$ cat src/rtl/lcd_scan_ctrl.sv
// Monochrome STN panel scan controller: fetches framebuffer bytes one row at a time
// and shifts them out as BUS_W-wide beats with LP/FLM/M panel timing.
module lcd_scan_ctrl #(
  parameter int          RES_X    = 320,
  parameter int          RES_Y    = 240,
  parameter int          BUS_W    = 4,
  parameter int          LP_WIDTH = 1,
  parameter int          M_LINES  = 0,
  parameter logic [31:0] FB_BASE  = 32'h0
) (
  input  logic             clk,
  input  logic             rst,
  input  logic             en,
  input  logic             invert,
  input  logic             blank,
  output logic             fb_rd,
  output logic [31:0]      fb_addr,
  input  logic [7:0]       fb_data,
  output logic [BUS_W-1:0] data,
  output logic             dclk,
  output logic             lp,
  output logic             flm,
  output logic             m,
  output logic [15:0]      row,
  output logic             frame_start
);

  localparam int BEATS  = RES_X / BUS_W;
  localparam int BPR    = RES_X / 8;
  localparam int BEAT_W = (BEATS > 1) ? $clog2(BEATS) : 1;
  localparam int LPC_W  = (LP_WIDTH > 1) ? $clog2(LP_WIDTH) : 1;
  localparam int MLIM   = (M_LINES > 0) ? M_LINES - 1 : 0;
  localparam int MC_W   = (MLIM > 0) ? $clog2(MLIM + 1) : 1;

  typedef enum logic [2:0] {S_IDLE, S_LATCH, S_PREFETCH, S_SHIFT, S_TAIL} state_e;

  state_e            state_q;
  logic [LPC_W-1:0]  lpc_q;
  logic [BEAT_W-1:0] beat_q;
  logic              phase_q;
  logic [15:0]       row_q;
  logic              m_q;
  logic [MC_W-1:0]   mcnt_q;
  logic [31:0]       addr_q;
  logic [7:0]        byte_q;
  logic              fb_rd_q, lp_q, flm_q, dclk_q, fs_q;

  logic [15:0]      row_d, row_start;
  logic             start_row, m_tog, sub, last_sub, last_beat, lpc_done;
  logic             first_low, fetch_next;
  logic [31:0]      row_base;
  logic [7:0]       src;
  logic [BUS_W-1:0] pix;

  assign row_d      = (row_q == 16'(RES_Y - 1)) ? 16'd0 : row_q + 16'd1;
  assign row_start  = (state_q == S_TAIL) ? row_d : row_q;
  assign start_row  = en && ((state_q == S_IDLE) || (state_q == S_TAIL));
  assign m_tog      = (M_LINES == 0) ? (row_start == 16'd0) : (mcnt_q == MC_W'(MLIM));
  assign sub        = (BUS_W == 4) ? beat_q[0] : 1'b0;
  assign last_sub   = (BUS_W == 8) || beat_q[0];
  assign last_beat  = (beat_q == BEAT_W'(BEATS - 1));
  assign lpc_done   = (lpc_q == LPC_W'(LP_WIDTH - 1));
  assign first_low  = (state_q == S_SHIFT) && !phase_q && !sub;
  assign fetch_next = (state_q == S_SHIFT) && !phase_q && last_sub && !last_beat;
  assign row_base   = FB_BASE + 32'(row_q) * 32'(BPR);

  // Read data arrives during the first low phase of a byte; later beats use the held copy.
  assign src = first_low ? fb_data : byte_q;

  generate
    if (BUS_W == 8) begin : g_bus8
      for (genvar i = 0; i < 8; i++) begin : g_bit
        assign pix[i] = src[7-i];
      end
    end else begin : g_bus4
      for (genvar i = 0; i < 4; i++) begin : g_bit
        assign pix[i] = sub ? src[3-i] : src[7-i];
      end
    end
  endgenerate

  always_ff @(posedge clk) begin
    if (rst) begin
      state_q <= S_IDLE;
      lpc_q   <= '0;
      beat_q  <= '0;
      phase_q <= 1'b0;
      row_q   <= '0;
      m_q     <= 1'b0;
      mcnt_q  <= '0;
      fb_rd_q <= 1'b0;
      lp_q    <= 1'b0;
      flm_q   <= 1'b0;
      dclk_q  <= 1'b0;
      fs_q    <= 1'b0;
    end else begin
      fb_rd_q <= 1'b0;
      fs_q    <= 1'b0;
      case (state_q)
        S_LATCH: begin
          if (lpc_done) begin
            state_q <= S_PREFETCH;
            lp_q    <= 1'b0;
            flm_q   <= 1'b0;
            fb_rd_q <= 1'b1;
          end else begin
            lpc_q <= lpc_q + LPC_W'(1);
          end
        end
        S_PREFETCH: begin
          state_q <= S_SHIFT;
          beat_q  <= '0;
          phase_q <= 1'b0;
        end
        S_SHIFT: begin
          if (!phase_q) begin
            phase_q <= 1'b1;
            dclk_q  <= 1'b1;
            fb_rd_q <= fetch_next;
          end else begin
            phase_q <= 1'b0;
            dclk_q  <= 1'b0;
            if (last_beat) state_q <= S_TAIL;
            else           beat_q  <= beat_q + BEAT_W'(1);
          end
        end
        S_TAIL: begin
          row_q   <= row_d;
          state_q <= S_IDLE;
        end
        default: state_q <= S_IDLE;
      endcase
      // Row entry overrides the TAIL/IDLE exit; M bias flips in the first LATCH cycle.
      if (start_row) begin
        state_q <= S_LATCH;
        row_q   <= row_start;
        lpc_q   <= '0;
        lp_q    <= 1'b1;
        flm_q   <= (row_start == 16'd0);
        fs_q    <= (row_start == 16'd0);
        if (m_tog) m_q <= ~m_q;
        if (M_LINES > 0) mcnt_q <= m_tog ? '0 : mcnt_q + MC_W'(1);
      end
    end
  end

  always_ff @(posedge clk) begin
    if (state_q == S_LATCH && lpc_done) addr_q <= row_base;
    else if (fetch_next)                addr_q <= addr_q + 32'd1;
    if (first_low) byte_q <= fb_data;
  end

  assign data        = ((state_q == S_SHIFT) && !blank) ? (invert ? ~pix : pix) : '0;
  assign fb_rd       = fb_rd_q;
  assign fb_addr     = addr_q;
  assign dclk        = dclk_q;
  assign lp          = lp_q;
  assign flm         = flm_q;
  assign m           = m_q;
  assign row         = row_q;
  assign frame_start = fs_q;

endmodule
$ cat config.mk
export PLATFORM = sky130hd
export DESIGN_NAME = lcd_scan_ctrl
export DESIGN_NICKNAME = d
export VERILOG_FILES = /design/src/rtl/lcd_scan_ctrl.sv
export SDC_FILE = /design/constraint.sdc
export NUM_CORES = 1
export LEC_CHECK = 0
export BUFFER_PORTS_ARGS = -buffer_cell sky130_fd_sc_hd__buf_2
export CORE_UTILIZATION = 35
export DETAILED_ROUTE_END_ITERATION = 6
export HOLD_SLACK_MARGIN = 0.03
export PLACE_DENSITY_LB_ADDON = 0.1
export SLEW_MARGIN = 20
export SYNTH_ARGS = -nofsm -noshare
export SYNTH_HDL_FRONTEND = slang
export SYNTH_SLANG_ARGS = --single-unit
$ cat constraint.sdc
create_clock -name clk -period 5.3 [get_ports clk]
set_clock_uncertainty 0.15 [all_clocks]
set_input_delay 1.325 -clock clk [delete_from_list [all_inputs] [get_ports clk]]
set_output_delay 1.325 -clock clk [all_outputs]
set_load 0.03 [all_outputs]
==> results of run 1 <==
## stage by stage
step / util / hold slack [ps] / setup WS (ps) / area [µm²]
detailed placement: 0.404 / 314 / 1310 / 4940
global placement: 0.404 / 301 / 1450 / 4940
floorplan: - / 300 / 1280 / 4440
CTS: 0.430 / 325 / 925 / 5250
global route: 0.430 / 346 / 746 / 5250
finish: 0.430 / 323 / 955 / 5250
## metal layers
| layer | vias to the layer above | global-route usage | wire [µm] |
|---|---|---|---|
| met5 | - | 0 | 0 |
| met4 | 0 | 0.0528 | 110 |
| met3 | 9 | 0.0551 | 404 |
| met2 | 70 | 0.296 | 5330 |
| met1 | 1810 | 0.238 | 5410 |
| li1 | 1917 | - | - |
## power by group through the flow
stage / Sequential, mW / Combinational, mW / Clock, mW
6_report: 0.645 / 0.146 / 0.631
5_1_grt: 0.652 / 0.161 / 0.676
4_1_cts: 0.645 / 0.148 / 0.653
3_5_place_dp: 0.656 / 0.147 / 0
3_3_place_gp: 0.655 / 0.145 / 0
2_1_floorplan: 0.672 / 0.0902 / 0
## worst reg2reg max path: cells and delay by family, from the launching register on
| kind | cells | cell delay, ps |
|---|---|---|
| AOI/OAI and AO/OA | 6 | 1220 |
| xor gates and xnor gates | 1 | 150 |
| adders and majority gates | 3 | 1000 |
| DFF | 1 | 630 |
## final cells by class
| class | instances | share of cell area |
|---|---|---|
| Sequential cell | 73 | 0.314 |
| Timing Repair Buffer | 72 | 0.0695 |
| Tap cell | 168 | 0.0400 |
| Clock buffer | 14 | 0.0524 |
| Multi-Input combinational cell | 391 | 0.512 |
| Inverter | 7 | 0.00500 |
| Clock inverter | 2 | 0.00667 |
## kinds of logic (layout without fill, tap and decap cells)
family,Yosys count,after routing,share of synthesized area
buffers and inverters,24,95,0.0239
multiplexers,14,14,0.0338
AND/OR/NAND/NOR,191,191,0.223
flip-flops,73,73,0.372
AO/OA/AOI/OAI,92,92,0.133
XOR/XNOR,62,62,0.122
adder cells (fa/ha/maj),32,32,0.0918
## registers in the layout, summed over array words and instances (netlist names)
signal	flops
dclk	1
flm	1
beat_q	7
fb_rd	1
frame_start	1
fb_addr	32
state_q	3
lp	1
row	16
m	1
phase_q	1
byte_q	8
## final timing paths
kind	start	cells past startpoint	end
max	state_q[1]	8	data[2]
max reg2reg	row[3]	10	fb_addr[20]
min	byte_q[4]	1	byte_q[4]
min reg2reg	byte_q[4]	1	byte_q[4]
## cells in the final DEF, fill, tap and decap left out, types with 5 or more instances in the layout
cell	Yosys	final
sky130_fd_sc_hd__a21o_1	9	9
sky130_fd_sc_hd__edfxtp_1	19	19
sky130_fd_sc_hd__nor2_1	52	52
sky130_fd_sc_hd__nand4_1	16	16
sky130_fd_sc_hd__dfxtp_1	54	54
sky130_fd_sc_hd__o21ai_0	16	16
sky130_fd_sc_hd__mux2_2	8	8
sky130_fd_sc_hd__a21oi_1	24	24
sky130_fd_sc_hd__nor3_1	10	10
sky130_fd_sc_hd__xnor2_1	22	22
sky130_fd_sc_hd__and3_1	10	10
sky130_fd_sc_hd__buf_2	1	70
sky130_fd_sc_hd__o22ai_1	14	14
sky130_fd_sc_hd__xor2_1	40	40
sky130_fd_sc_hd__mux2i_1	6	6
sky130_fd_sc_hd__inv_1	7	7
sky130_fd_sc_hd__o21bai_1	5	5
sky130_fd_sc_hd__nand2b_1	5	5
sky130_fd_sc_hd__and4_1	5	5
sky130_fd_sc_hd__nand2_1	38	38
sky130_fd_sc_hd__ha_1	31	31
sky130_fd_sc_hd__nor4_1	7	6
sky130_fd_sc_hd__clkbuf_16	0	10
sky130_fd_sc_hd__nand3_1	22	22
sky130_fd_sc_hd__or3_1	9	9
==> results.md, run 1 <==
| Group | Metric | This run |
| --- | --- | --- |
| logic synthesis | Number of nets in the synthesized netlist | 533 |
| power and ir drop | Peak supply drop | 0.184 mV |
| logic synthesis | Most used standard cell by instance count after synthesis | sky130_fd_sc_hd__dfxtp_1 |
| cells and area | Fraction of final layout cells sized beyond drive strength 1 | 0.193 |
| cells and area | Final standard cell count with taps included and fillers excluded | 727 |
| sta | Count of final setup violators | 0 |
| run status | Run status | finished clean |
| logic synthesis | Commonest cells in the synthesized netlist | sky130_fd_sc_hd__dfxtp_1, sky130_fd_sc_hd__nor2_1, sky130_fd_sc_hd__xor2_1 |
| logic synthesis | Yosys reg bits | 73 |
| logic synthesis | Unique cell type count in the Yosys netlist | 54 |
| clock network | TritonCTS Sinks | 73 |
| power and ir drop | Switching Share | 0.240 |
| placed design | Post-DP HPWL | 8240 µm |
| clock network | Number of buffers inserted by hold repair at cts | 0 |
| clock network | Setup bufs post-CTS | 0 |
| worst hold path | Path class of the lowest-slack min-delay path | reg -> reg |
| power and ir drop | Combinational fraction of design power | 0.103 |
| placed design | Placed cell count | 711 |
| worst setup path | Worst reg-to-reg setup slack | 1880 ps |
| cells and area | Area occupied by multi-input gates | 0.00269 mm² |
| sta | Setup tns final | 0 ps |
| sta | Final Max Tran Viols | 0 |
| logic synthesis | Cell type with the highest aggregate area in the netlist | sky130_fd_sc_hd__dfxtp_1 |
| worst setup path | Startpoint kind of the worst setup timing path | flip-flop |
| routing | Drt first-iter violations | 184 |
| worst setup path | CP Max Fanout | 10 |
| cells and area | Register Area | 0.00165 mm² |
| floorplanning | Die width | 115 µm |
| cells and area | Filler Cell Count | 1267 |
| grt | Pin count of the biggest net entering global routing | 25 |
| routing | Routed vias | 3806 |
| worst setup path | CP endpoint kind | primary output |
| grt | Total global routing track utilization | 0.184 |
| power and ir drop | Cell-internal power | 1.08 mW |
| floorplanning | Area of the placeable core | 0.0122 mm² |
| job | Number of max-cap violations | 0 |
| clock network | TritonCTS clock tree | built |
| floorplanning | Number of rows created at floorplan | 40 |
| floorplanning | Number of I/O pins | 71 |
| sta | Share of the cycle needed by the critical path after routing | 0.820 |
| logic synthesis | Sequential share of the synthesized area | 0.372 |
| grt | Wire length of the first global-routing pass | 18400 µm |
| clock network | Library cell used as clock root buffer | sky130_fd_sc_hd__clkbuf_16 |
| sta | Slew headroom | 0.454 |
| floorplanning | Die Height | 115 µm |
| clock network | Skew-Pair Late Insertion Delay | 340 ps |
| clock network | Clock-pin slew of the registers on the worst-case setup and hold paths | 60 ps |
| grt | Vias in the first global route | 3644 |
| logic synthesis | Top cell type's share of synthesized area | 0.243 |
| worst setup path | Dominant delay contributor by cell family on the critical path | simple AND/OR/NAND/NOR gates |
| routing | Sum of routed wire length over all layers | 11300 µm |
| sta | Achievable frequency | 0.230 GHz |
| power and ir drop | Leakage power of the design | 2.21 nW |
| worst setup path | Slowest library cell on the worst path | sky130_fd_sc_hd__dfxtp_1 |
| routing | Count of TritonRoute iterations in the first routing pass | 4 |
| cells and area | Number of nets in the finished design | 599 |
| logic synthesis | Commonest register cell after synthesis | sky130_fd_sc_hd__dfxtp_1 |
| worst setup path | Endpoint arrival time on the critical path | 2870 ps |
| floorplanning | Die Outline Area | 0.0131 mm² |
| logic synthesis | Number of enable flip-flop cells after synthesis | 19 |
| clock network | Clock H-tree levels | 3 |
| placed design | Count of port buffers added during placement | 70 |
| sta | Final Critical Period | 4350 ps |
| routing | Detail Route Antenna Nets | 0 |
| grt | Initial antenna violation count | 0 |
| routing | Final routed wire length divided by cell count | 15.5 µm |
| power and ir drop | Fraction of power consumed by the clock network | 0.444 |
| worst setup path | Ordered cell list for the critical path | nand2b_1 > or2_2 > nor3_4 > mux2_2 > mux2i_1 > xor2_1 > nor3_1 > buf_2 |
| logic synthesis | Syn. warnings | 0 |
| logic synthesis | Synth Cell Area | 0.00444 mm² |
| worst setup path | CP peak stage delay | 500 ps |
| power and ir drop | Power density over the cells | 271 mW/mm² |
| sta | Setup repair after global routing missed its margin | false |
| clock network | Number of gates given a new drive strength after cts | 0 |
| routing | Number of design rule violations left after detail routing | 0 |
| sta | Final hold violation count | 0 |
| worst setup path | Crit path kind | reg -> out |
| logic synthesis | Asr flop ratio synth | 0 |
| worst setup path | Count of buffering cells on the critical path with inverters included | 1 |
| logic synthesis | Cells after synthesis | 488 |
| cells and area | Layout overhead on the synthesized area | 18.3% |
| power and ir drop | Sequential group share of total power | 0.453 |
| clock network | Maximum clock path buffer count | 2 |
| clock network | TritonCTS buffer count | 9 |
| sta | Worst Max-Slew Pin Slew | 817 ps |
| placed design | Final RePlAce weighted congestion | 0.823 |
| logic synthesis | Area contributors post-synth | sky130_fd_sc_hd__dfxtp_1, sky130_fd_sc_hd__edfxtp_1, sky130_fd_sc_hd__ha_1 |
| logic synthesis | Avg Synthesized Cell Area | 9.10 µm² |
| cells and area | ANT cells | 0 |
| grt | Total congestion overflow | 0 |
| floorplanning | Initial cell density of the core | 0.364 |
| power and ir drop | Sw power | 0.342 mW |
| worst setup path | Required time at the worst-slack endpoint | 3830 ps |
| power and ir drop | Total Power Consumption | 1.42 mW |
| routing | Vias per Instance | 5.24 |
Power figures use the tool's default switching activity.
==> run 2: changes to the inputs <==
==> constraint.sdc (replaced) <==
create_clock -name clk -period 3.56 [get_ports clk]
set_clock_uncertainty 0.15 [all_clocks]
set_input_delay 0.89 -clock clk [delete_from_list [all_inputs] [get_ports clk]]
set_output_delay 0.89 -clock clk [all_outputs]
set_load 0.03 [all_outputs]
==> run 2 against run 1 <==
  * Clock power increased by 60%
  * Hold slack worse by 29 ps
  * First-iteration DRC count fell by 12%
  * Register-to-register slack worse by 1500 ps
  * Final cell count up 2.2%
  * Critical path depth is 1 higher
  * Global-route usage fell by 0.15 points
  * Design area is 3.6% higher
  * Largest power group is now clock
  * Highest routed layer unchanged
==> results.md, run 2 (synthesis gave the netlist of run 1 again) <==
| Group | Metric | This run |
| --- | --- | --- |
| floorplanning | Initial cell density of the core | 0.364 |
| placed design | Placed cell area | 0.00502 mm² |
| power and ir drop | Peak supply drop | 0.266 mV |
| grt | Grt met1 use | 0.240 |
| worst setup path | Endpoint arrival time on the critical path | 2450 ps |
| worst setup path | Required time at the worst-slack endpoint | 2520 ps |
| worst setup path | R2R depth | 9 |
| clock network | Clock H-tree levels | 3 |
| cells and area | Commonest cells after routing, fill and taps aside | sky130_fd_sc_hd__buf_2, sky130_fd_sc_hd__dfxtp_1, sky130_fd_sc_hd__nor2_1, sky130_fd_sc_hd__xor2_1, sky130_fd_sc_hd__nand2_1 |
| clock network | TritonCTS Sinks | 73 |
| run status | Run status | finished clean |
| floorplanning | Die width | 115 µm |
| worst hold path | Worst hold path cell count | 1 |
| routing | Routed vias | 3894 |
| worst setup path | Crit path kind | reg -> out |
| floorplanning | Number of rows created at floorplan | 40 |
| clock network | Clock-pin slew of the registers on the worst-case setup and hold paths | 50 ps |
| cells and area | Fraction of final layout cells sized beyond drive strength 1 | 0.221 |
| routing | Drt first-iter violations | 162 |
| cells and area | Area of all placed cells without fillers | 0.00544 mm² |
| routing | Count of TritonRoute iterations in the first routing pass | 5 |
| grt | Vias in the first global route | 3643 |
| worst setup path | CP Max Fanout | 8 |
| sta | Final Max Tran Viols | 0 |
| grt | Total congestion overflow | 0 |
| cells and area | Most common cell after layout, fill and taps aside | sky130_fd_sc_hd__buf_2 |
| sta | Worst Max-Slew Pin Slew | 591 ps |
| floorplanning | Die Height | 115 µm |
| sta | Count of final setup violators | 0 |
| placed design | Final RePlAce weighted congestion | 0.841 |
| placed design | Post-DP HPWL | 8280 µm |
| sta | Final hold violation count | 0 |
| cells and area | Number of flip-flops under the largest register name | 32 |
| power and ir drop | Leakage power of the design | 2.32 nW |
| routing | Final routed wire length divided by cell count | 15.3 µm |
| cells and area | ANT cells | 0 |
| grt | Met2 global-route usage | 0.286 |
| sta | Post-Route Hold Slack | 294 ps |
| sta | Final Critical Period | 3490 ps |
| grt | Global Route met3 Usage | 0.0487 |
| placed design | Count of port buffers added during placement | 70 |
| clock network | TritonCTS buffer count | 9 |
| routing | Sum of routed wire length over all layers | 11400 µm |
| sta | Share of the cycle needed by the critical path after routing | 0.981 |
| grt | Total global routing track utilization | 0.182 |
| grt | Wire length of the first global-routing pass | 18300 µm |
| grt | Layer with the highest usage | met2 |
| worst setup path | Startpoint kind of the worst setup timing path | flip-flop |
| routing | Detail Route Antenna Nets | 0 |
| worst setup path | Reg-to-reg critical path endpoint | fb_addr[20] |
| worst setup path | Worst Setup EP | data[3] |
| power and ir drop | Power density over the cells | 406 mW/mm² |
| power and ir drop | Total Power Consumption | 2.21 mW |
| grt | Pin count of the biggest net entering global routing | 25 |
| sta | Achievable frequency | 0.286 GHz |
| job | Number of max-cap violations | 0 |
| worst setup path | Startpoint of the lowest-slack register-to-register path | row[4] |
| grt | Initial antenna violation count | 0 |
| floorplanning | Die Outline Area | 0.0131 mm² |
| worst setup path | CP endpoint kind | primary output |
| routing | Number of design rule violations left after detail routing | 0 |
| clock network | Library cell used as clock root buffer | sky130_fd_sc_hd__clkbuf_16 |
| cells and area | Layout overhead on the synthesized area | 22.5% |
| clock network | Maximum clock path buffer count | 2 |
| routing | Vias per Instance | 5.24 |
| clock network | TritonCTS clock tree | built |
| worst hold path | Path class of the lowest-slack min-delay path | reg -> reg |
| floorplanning | Area of the placeable core | 0.0122 mm² |
| clock network | Number of buffers inserted by hold repair at cts | 0 |
| worst setup path | Worst reg-to-reg setup slack | 360 ps |
| floorplanning | Number of I/O pins | 71 |
| cells and area | Number of nets in the finished design | 616 |
| worst setup path | Startpoint of the most critical setup path | state_q[2] |
| sta | Slew headroom | 0.602 |
| clock network | Skew-Pair Late Insertion Delay | 340 ps |
==> run 2: through the flow <==
stage | cells | setup TNS (ps) | worst slack [ps] | utilization
finish | 743 | 0 | 67.9 | 0.446
global route | 743 | -44.2 | -44.2 | 0.446
CTS | 738 | 0 | 58.5 | 0.441
detailed placement | 722 | 0 | 211 | 0.411
global placement | 722 | 0 | 250 | 0.411
floorplan | 488 | -114 | -28.5 | -
==> run 2: how the worst min path moves through the flow <==
stage               start  slack, ps          to
5_1_grt        state_q[2]        320  state_q[1]
3_5_place_dp           lp        300          lp
4_1_cts                lp        310          lp
6_report       state_q[2]        290  state_q[1]
3_3_place_gp           lp        300          lp
2_1_floorplan   byte_q[4]        300   byte_q[4]
==> run 2: layer usage <==
layer,vias to the layer above,part of all wire,wire [µm]
met4,0,0.019,212
met5,-,0,0
met1,1842,0.48,5440
met2,84,0.46,5270
met3,20,0.041,471
li1,1948,-,-
==> run 2: final cells by class <==
class	count	area [µm²]
inverters	7	26.3
repair buffers	89	515
well taps	168	210
multi-input cells	391	2700
clock buffers	13	272
fillers	1259	6770
clock inverters	2	60.1
flip-flops and latches	73	1660
==> run 2: critical path, cell delays in order, from the launching register on <==
cell	delay (ps)
sky130_fd_sc_hd__dfxtp_4	350
sky130_fd_sc_hd__nand2b_4	150
sky130_fd_sc_hd__or2_4	290
sky130_fd_sc_hd__nor3_4	160
sky130_fd_sc_hd__buf_12	150
sky130_fd_sc_hd__mux2_2	340
sky130_fd_sc_hd__mux2i_1	150
sky130_fd_sc_hd__xor2_1	100
sky130_fd_sc_hd__nor3_1	210
sky130_fd_sc_hd__buf_4	210
==> run 2: what timing repair did <==
action                                  4_1_cts  5_1_grt
buffers inserted                              1        5
hold endpoints to repair                      0        0
gates resized for setup                       7        4
pin swaps                                     1        4
endpoints found under the setup margin        4        4
==> run 2: where the power goes <==
| group | switching [mW] | internal, mW | total [mW] | leakage [nW] |
|---|---|---|---|---|
| Combinational | 0.142 | 0.100 | 0.242 | 1.53 |
| Sequential | 0.0354 | 0.917 | 0.953 | 0.622 |
| Clock | 0.342 | 0.672 | 1.01 | 0.161 |
| Total | 0.520 | 1.69 | 2.21 | 2.32 |
